<file path="src/rtl/serial_adder_pkg.sv">
// Shared definitions for the bit-serial adder: FSM state codes and counter sizing.
package serial_adder_pkg;

    // FSM state encoding; any other code recovers to IDLE.
    localparam logic [1:0] IDLE = 2'b00;
    localparam logic [1:0] BUSY = 2'b01;
    localparam logic [1:0] DONE = 2'b10;

    // Bit-counter width: one bit wider than needed so the counter never wraps.
    function automatic int cnt_width(input int width);
        return $clog2(width) + 1;
    endfunction

endpackage

</file>
<file path="src/rtl/serial_adder_full_adder.sv">
// One-bit full adder cell, the combinational stage reused by the serial adder.
module full_adder (
    input  logic a,
    input  logic b,
    input  logic cin,
    output logic sum,
    output logic cout
);

    assign sum  = a ^ b ^ cin;
    assign cout = (a & b) | (a & cin) | (b & cin);

endmodule

</file>
<file path="src/rtl/serial_adder.sv">
// Bit-serial WIDTH-bit adder: one full_adder cell, LSB first, one bit per clock,
// with registered sum/carry-out/signed-overflow and a one-cycle done pulse.
module serial_adder
    import serial_adder_pkg::*;
#(
    parameter int WIDTH = 8
) (
    input  logic             clk,
    input  logic             rst_n,
    input  logic             start,
    input  logic [WIDTH-1:0] a_in,
    input  logic [WIDTH-1:0] b_in,
    input  logic             cin,
    output logic             busy,
    output logic             done,
    output logic [WIDTH-1:0] sum_out,
    output logic             cout,
    output logic             ovf
);

    localparam int                 CNT_W    = cnt_width(WIDTH);
    localparam logic [CNT_W-1:0]   LAST_CNT = CNT_W'(WIDTH - 1);

    logic [1:0]       state_q, state_d;
    logic [WIDTH-1:0] a_sh_q, a_sh_d;
    logic [WIDTH-1:0] b_sh_q, b_sh_d;
    logic [WIDTH-1:0] r_sh_q, r_sh_d;
    logic             c_q, c_d;
    logic [CNT_W-1:0] cnt_q, cnt_d;
    logic [WIDTH-1:0] sum_q, sum_d;
    logic             cout_q, cout_d;
    logic             ovf_q, ovf_d;
    logic             busy_q, busy_d;
    logic             done_q, done_d;

    logic             fa_sum_s;
    logic             fa_cout_s;
    logic [WIDTH-1:0] r_next_s;

    full_adder u_fa (a_sh_q[0], b_sh_q[0], c_q, fa_sum_s, fa_cout_s);

    // Result shift register after this cycle's bit enters at the MSB (works for WIDTH=1 too).
    always_comb begin
        r_next_s            = r_sh_q >> 1;
        r_next_s[WIDTH-1]   = fa_sum_s;
    end

    // Next-state, datapath and output-register update logic.
    always_comb begin
        state_d = state_q;
        a_sh_d  = a_sh_q;
        b_sh_d  = b_sh_q;
        r_sh_d  = r_sh_q;
        c_d     = c_q;
        cnt_d   = cnt_q;
        sum_d   = sum_q;
        cout_d  = cout_q;
        ovf_d   = ovf_q;
        case (state_q)
            IDLE: begin
                if (start) begin
                    a_sh_d  = a_in;
                    b_sh_d  = b_in;
                    c_d     = cin;
                    cnt_d   = '0;
                    state_d = BUSY;
                end else begin
                    state_d = IDLE;
                end
            end
            BUSY: begin
                a_sh_d = a_sh_q >> 1;
                b_sh_d = b_sh_q >> 1;
                r_sh_d = r_next_s;
                c_d    = fa_cout_s;
                cnt_d  = cnt_q + CNT_W'(1);
                if (cnt_q == LAST_CNT) begin
                    // c_q is the carry into the MSB here, fa_cout_s the carry out of it.
                    sum_d   = r_next_s;
                    cout_d  = fa_cout_s;
                    ovf_d   = c_q ^ fa_cout_s;
                    state_d = DONE;
                end else begin
                    state_d = BUSY;
                end
            end
            DONE: begin
                state_d = IDLE;
            end
            default: begin
                state_d = IDLE;
            end
        endcase
        busy_d = (state_d == BUSY) || (state_d == DONE);
        done_d = (state_d == DONE);
    end

    // State, datapath and output registers with asynchronous clear.
    always_ff @(posedge clk or negedge rst_n) begin
        if (!rst_n) begin
            state_q <= IDLE;
            a_sh_q  <= '0;
            b_sh_q  <= '0;
            r_sh_q  <= '0;
            c_q     <= 1'b0;
            cnt_q   <= '0;
            sum_q   <= '0;
            cout_q  <= 1'b0;
            ovf_q   <= 1'b0;
            busy_q  <= 1'b0;
            done_q  <= 1'b0;
        end else begin
            state_q <= state_d;
            a_sh_q  <= a_sh_d;
            b_sh_q  <= b_sh_d;
            r_sh_q  <= r_sh_d;
            c_q     <= c_d;
            cnt_q   <= cnt_d;
            sum_q   <= sum_d;
            cout_q  <= cout_d;
            ovf_q   <= ovf_d;
            busy_q  <= busy_d;
            done_q  <= done_d;
        end
    end

    assign busy    = busy_q;
    assign done    = done_q;
    assign sum_out = sum_q;
    assign cout    = cout_q;
    assign ovf     = ovf_q;

endmodule

</file>
<file path="config.mk">
export PLATFORM = sky130hd
export DESIGN_NAME = serial_adder
export DESIGN_NICKNAME = d
export VERILOG_FILES = /design/src/rtl/serial_adder_pkg.sv /design/src/rtl/serial_adder_full_adder.sv /design/src/rtl/serial_adder.sv
export SDC_FILE = /design/constraint.sdc
export NUM_CORES = 1
export LEC_CHECK = 0
export CORE_MARGIN = 5
export CORE_UTILIZATION = 54
export CTS_BUF_LIST = sky130_fd_sc_hd__clkbuf_2 sky130_fd_sc_hd__clkbuf_4 sky130_fd_sc_hd__clkbuf_8
export CTS_CLUSTER_SIZE = 30
export DETAILED_ROUTE_END_ITERATION = 6
export PLACE_DENSITY = 0.82
export SETUP_SLACK_MARGIN = 0.05
export SLEW_MARGIN = 25
export SYNTH_ARGS = -nofsm -noshare
export SYNTH_HDL_FRONTEND = slang
export SYNTH_HIERARCHICAL = 1
export SYNTH_SLANG_ARGS = --single-unit
export TNS_END_PERCENT = 5
</file>
<file path="constraint.sdc">
create_clock -name clk -period 1.76 [get_ports clk]
set_input_delay 0.264 -clock clk [delete_from_list [all_inputs] [get_ports clk]]
set_output_delay 0.264 -clock clk [all_outputs]
set_load 0.02 [all_outputs]
</file>
=== Yosys cells after proc, flatten, opt, wreduce, memory -nomap -nowiden ===
Index checks and enable logic that the tools add are counted.

* Register bits after elaboration: 43

* Add/sub/neg operators: 1
* Eq/ne operators: 5
* Reduce and logical (&&, ||, !) cells: 5
* Mux-type cells: 11
* Bitwise logic cells: 8

{| class="wikitable"
|+ Operators with widths
! kind !! count
|-
| $pmux W8 S2 || 2
|-
| $mux W8 || 2
|-
| $pmux W4 S2 || 1
|-
| $add A4 B1 Y4 const B || 1
|-
| $eq A2 B1 Y1 const B || 2
|-
| $eq A4 B3 Y1 const B || 1
|-
| $mux W4 || 1
|-
| $pmux W2 S2 || 1
|-
| $reduce_and A2 Y1 || 2
|-
| $and A1 B1 Y1 || 3
|-
| $xor A1 B1 Y1 || 3
|-
| $eq A2 B2 Y1 const B || 1
|-
| $logic_not A2 Y1 || 1
|-
| $mux W1 || 2
|-
| $mux W2 || 1
|-
| $ne A2 B2 Y1 const B || 1
|-
| $or A1 B1 Y1 || 2
|-
| $pmux W1 S2 || 1
|-
| $reduce_bool A2 Y1 || 1
|-
| $logic_or A1 B1 Y1 || 1
|}

=== Logic depth before layout (Yosys ltp) ===
* Word-level depth: 5
* Depth in mapped cells: 6
* Depth with buffers taken out: 6

=== Cells and area by module ===
The synthesis kept the hierarchy.

{| class="wikitable"
|+ Modules (own cells, without submodules)
! module !! cells an instance !! area each (um2) !! sequential area each (um2) !! times used
|-
| serial_adder || 171 || 1864.3 || 1051.0 || 1
|-
| full_adder || 1 || 20.0 || 0.0 || 1
|}

=== Worst setup path before layout ===
OpenSTA, ideal clock, no wires.

* Kind: register to register
* Start: reg cnt_q[0]
* End: reg cout_q (netlist: cout)
* Path buffers: 1
* Slack: 0.328 ns
* Stages on the path, launching flop included: 6
* Library setup time: 0.125 ns
* Arrival: 1.307 ns
* Path through: dfrtp_1 -> ha_1 -> nand2_1 -> nor3_4 -> buf_6 -> mux2_4

* Word-level cells in the longest chain between the ends: 2

{| class="wikitable"
|+ Ends and longest elaborated chain
! what !! line !! source
|-
| start: declaration || serial_adder.sv:29 || <nowiki>logic [CNT_W-1:0] cnt_q, cnt_d;</nowiki>
|-
| start signal: assignment || serial_adder.sv:118 || <nowiki>cnt_q <= cnt_d;</nowiki>
|-
| $eq A4 B3 Y1 || serial_adder.sv:77 || <nowiki>if (cnt_q == LAST_CNT) begin</nowiki>
|-
| $reduce_and A2 Y1 (no source line) || n/a ||
|-
| end signal: assignment || serial_adder.sv:120 || <nowiki>cout_q <= cout_d;</nowiki>
|-
| end: declaration || serial_adder.sv:31 || <nowiki>logic cout_q, cout_d;</nowiki>
|}

Every way passes these cells.
A chain may end at the register's enable or synchronous reset.

=== Worst setup path in the final report ===
* Start: reg sum_q[5] (netlist: sum_out[5])
* End: out sum_out[5]

{| class="wikitable"
|+ RTL lines
! what !! line !! source
|-
| start: declaration || serial_adder.sv:30 || <nowiki>logic [WIDTH-1:0] sum_q, sum_d;</nowiki>
|-
| start signal: assignment || serial_adder.sv:119 || <nowiki>sum_q <= sum_d;</nowiki>
|-
| end: declaration || serial_adder.sv:16 || <nowiki>output logic [WIDTH-1:0] sum_out,</nowiki>
|}

No word-level cell between the ends.

==> results by stage <==
Clocking:
- The number of setup buffers added after CTS is 0.
- The CTS root buffer is sky130_fd_sc_hd__clkbuf_4.
- The count of clock tree sinks is 42.
- The clock insertion delay at the later pin of the skew report is between 0.3 and 0.4 ns.
- The clock transition time at the flip-flop clock pins of the worst setup and hold paths is 0.12 ns.
- The longest clock path from root to sink contains 2 buffers.
- Buffers inserted during clock tree synthesis total 5.
- TritonCTS built the clock tree.
- The H-tree level count is 2.

STA:
- The ratio of final minimum period to clock period is 90.8%.
- The clock period could shrink to 1.60 ns.
- Adding up every negative setup slack in the final design gives 0 ns.
- At the pin with the least slew margin, the transition time is just over 0.5 ns.
- The final hold violation count was 0.
- Setup repair after global routing left no endpoint under its margin.
- The clock skew is slightly above 0.009 ns.
- The relative slew slack is around two thirds.
- The count of pins over their slew limit is 0.
- Derived from the worst setup path, the maximum achievable clock frequency is 626 MHz.
- Setup violations remaining at the end of the flow were counted as 0.

Worst setup path:
- The slowest stage of the critical path belongs to the cell sky130_fd_sc_hd__clkdlybuf4s50_1.
- Of all nets on the critical path, the largest fanout is 2.
- STA classifies the critical path startpoint as a flop.
- The worst setup path is of the flop to primary output kind.
- The count of buffering cells on the critical path with inverters included is 1.
- The arrival time of the worst setup path is about 1.3 ns.
- STA classifies the critical path endpoint as a primary output.
- The longest individual stage delay on the worst path is around 0.61 ns.
- Traced cell by cell, the critical path runs through clkdlybuf4s50_1.
- The data required time at the worst endpoint is 1.50 ns.
- The gate family responsible for the most delay along the worst path is buffers and inverters.

Floorplan:
- The initial core utilization is between 50 and 60%.
- The floorplan has 21 rows.
- The placeable core region is 0.00336 sq mm.
- The overall die width is slightly below 70 um.
- 32 I/O pins were placed.
- The floorplan die height is a little under 70 um.
- The area of the die is approximately 0.0048 sq mm.

Final layout:
- The area growth from synthesis to layout is 24.8%.
- The number of antenna repair diodes is 0.
- Cells with a size suffix above 1 make up 14.2% of the layout.
- In the layout the commonest cells are 42 x sky130_fd_sc_hd__dfrtp_1, 31 x sky130_fd_sc_hd__nand2_1, 30 x sky130_fd_sc_hd__clkdlybuf4s50_1, 18 x sky130_fd_sc_hd__o21ai_1, 15 x sky130_fd_sc_hd__a22oi_1.
- The most frequent standard cell in the layout excluding fill and tap cells is sky130_fd_sc_hd__dfrtp_1.
- The number of nets in the layout is approximately 230.

Synthesis:
- The synthesized design contains 42 register bits.
- The number of nets in the synthesized netlist is 195.
- The most used flip-flop cell after synthesis is sky130_fd_sc_hd__dfrtp_1.
- The mapped cell area is about 0.0019 sq mm.
- The gate count of the mapped netlist is 172.
- The mean area per synthesized cell is about 11 sq um.
- Yosys printed 6 warnings.
- The number of synthesized flops with an enable pin is 0.
- Sequential elements use about 56% of the synthesized area.
- The number of distinct library cell variants in the gate-level netlist after synthesis is 25.
- The fraction of registers with async set/reset is 100%.

Power and ir drop:
- Dividing total power by cell area gives a power density of 1590 mW/mm^2.
- The standby leakage power is 1.07 nW.
- Summing internal, switching and leakage power gives between 0.003 and 0.004 W.
- The peak supply drop is around 750 uV.

Routing:
- Once detail routing completed, the nets flagged for antenna violations numbered 0.
- Across all layers, the routed design uses approximately 1400 vias.
- After detailed routing, the average wire length per cell comes to 14.3 um.
- The detailed-routing iteration count for the pre-antenna-repair pass is 4.
- Wires add up to 3.69 mm.
- In the routed design, unresolved DRC markers number 0.
- Dividing the detail-routed via count by the number of cells gives about 5.5.
- The first routing iteration left 91 violations.

Global routing:
- The global-route layer with the greatest usage is met2.
- The overall fraction of global-route tracks in use is 17.4%.
- Global routing consumed, on the met1 layer, a little under a quarter of the routing resources.
- The global-route wire length before repair is between 6 and 7 mm.
- The met2 demand-to-capacity share in global routing is around a quarter.
- The global route total overflow is 0.
- The global routing usage on met3 is slightly below 6%.
- The pin count of the biggest net entering global routing is 43.
- The number of global-route vias before repair is 1476.
- The initial antenna violation count was 0.

Placed design:
- The count of buffers added on input and output ports is 31.
- Detailed placement ended at an HPWL of between 2 and 3 mm.
- The congestion estimate from routability-driven global placement came to 0.809.

Outcome:
- The run finished with clean final reports.

Job:
- The tool flagged a number of max-cap violations equal to 0.

Min path:
- The type of the worst min-delay path is primary input to async pin.
## state kept, by name (all words and copies together), names as in the netlist, 2 cells and up
register	cells
sum_out	8
a_sh_q	8
r_sh_q	7
b_sh_q	8
cnt_q	4
state_q	2
## power breakdown
part,switching [W],internal [W]
logic,0.000800,0.000810
registers,0.000292,0.00134
clock network,0.000312,0.000192
total,0.00140,0.00234
## path summary, 6_finish.rpt
check | endpoint | slack [ns] | start | depth (start not counted)
worst max-delay path | sum_out[5] | 0.16 | sum_out[5] | 1
worst min register to register | r_sh_q[1] | 0.50 | r_sh_q[1] | 2
worst min-delay path | r_sh_q[3] | 0.50 | rst_n | 3
min in group clk | r_sh_q[1] | 0.50 | r_sh_q[1] | 2
worst max register to register | ovf | 0.21 | cnt_q[0] | 5
max in group asynchronous | b_sh_q[7] | 0.90 | rst_n | 3
## per-stage QoR
| step | instance area [sq um] | std cells | utilization (%) | worst slack [ns] | hold WS, ns |
|---|---|---|---|---|---|
| after floorplan | 1880 | 172 | - | 0.328 | -0.0316 |
| after global placement | 2280 | 249 | 67.7 | 0.288 | 0.354 |
| after detailed placement | 2280 | 249 | 67.7 | 0.218 | 0.359 |
| after CTS | 2350 | 258 | 69.9 | 0.124 | 0.503 |
| after global routing | 2350 | 258 | 69.9 | 0.0836 | 0.526 |
| final | 2350 | 258 | 69.9 | 0.162 | 0.498 |
## per-layer routing
metal	wire length (um)	vias up
met5	0	-
met4	40	0
met3	249	5
met2	1730	52
met1	1660	688
li1	-	671
## cells in the mapped netlist, types with 2 or more instances
cell type	number	area (sq um)
sky130_fd_sc_hd__nand3_1	2	10.0
sky130_fd_sc_hd__mux2_4	9	135
sky130_fd_sc_hd__nor2b_1	14	87.6
sky130_fd_sc_hd__dfrtp_1	42	1050
sky130_fd_sc_hd__a21oi_1	13	65.1
sky130_fd_sc_hd__a22oi_1	15	113
sky130_fd_sc_hd__nand2_1	31	116
sky130_fd_sc_hd__buf_2	6	30.0
sky130_fd_sc_hd__ha_1	2	25.0
sky130_fd_sc_hd__buf_6	2	22.5
sky130_fd_sc_hd__clkbuf_1	3	11.3
sky130_fd_sc_hd__o21ai_1	18	90.1
sky130_fd_sc_hd__inv_1	3	11.3
## area by class of cell
class,instances,area (sq um)
clock inverter,2,12.5
sequential,42,1050
multi-input combinational,116,758
tap,46,57.6
timing repair buffer,43,410
inverter,3,11.3
fill,282,1010
clock buffer,6,51.3
## cells by family after synthesis
group           after synthesis  synth area share, %
compound gates               51                 16.5
simple gates                 51                 13.1
flops                        42                 55.8
buf+inv                      14                 3.98
mux                          10                 7.77
fa+ha+maj                     3                 2.39
xor+xnor                      1                0.465
## what timing repair did
action                    in CTS  in global routing
gates resized for setup        0                  0
hold endpoints to repair      42                  0
hold buffers                   1                  0
Power figures use the tool's default switching activity.
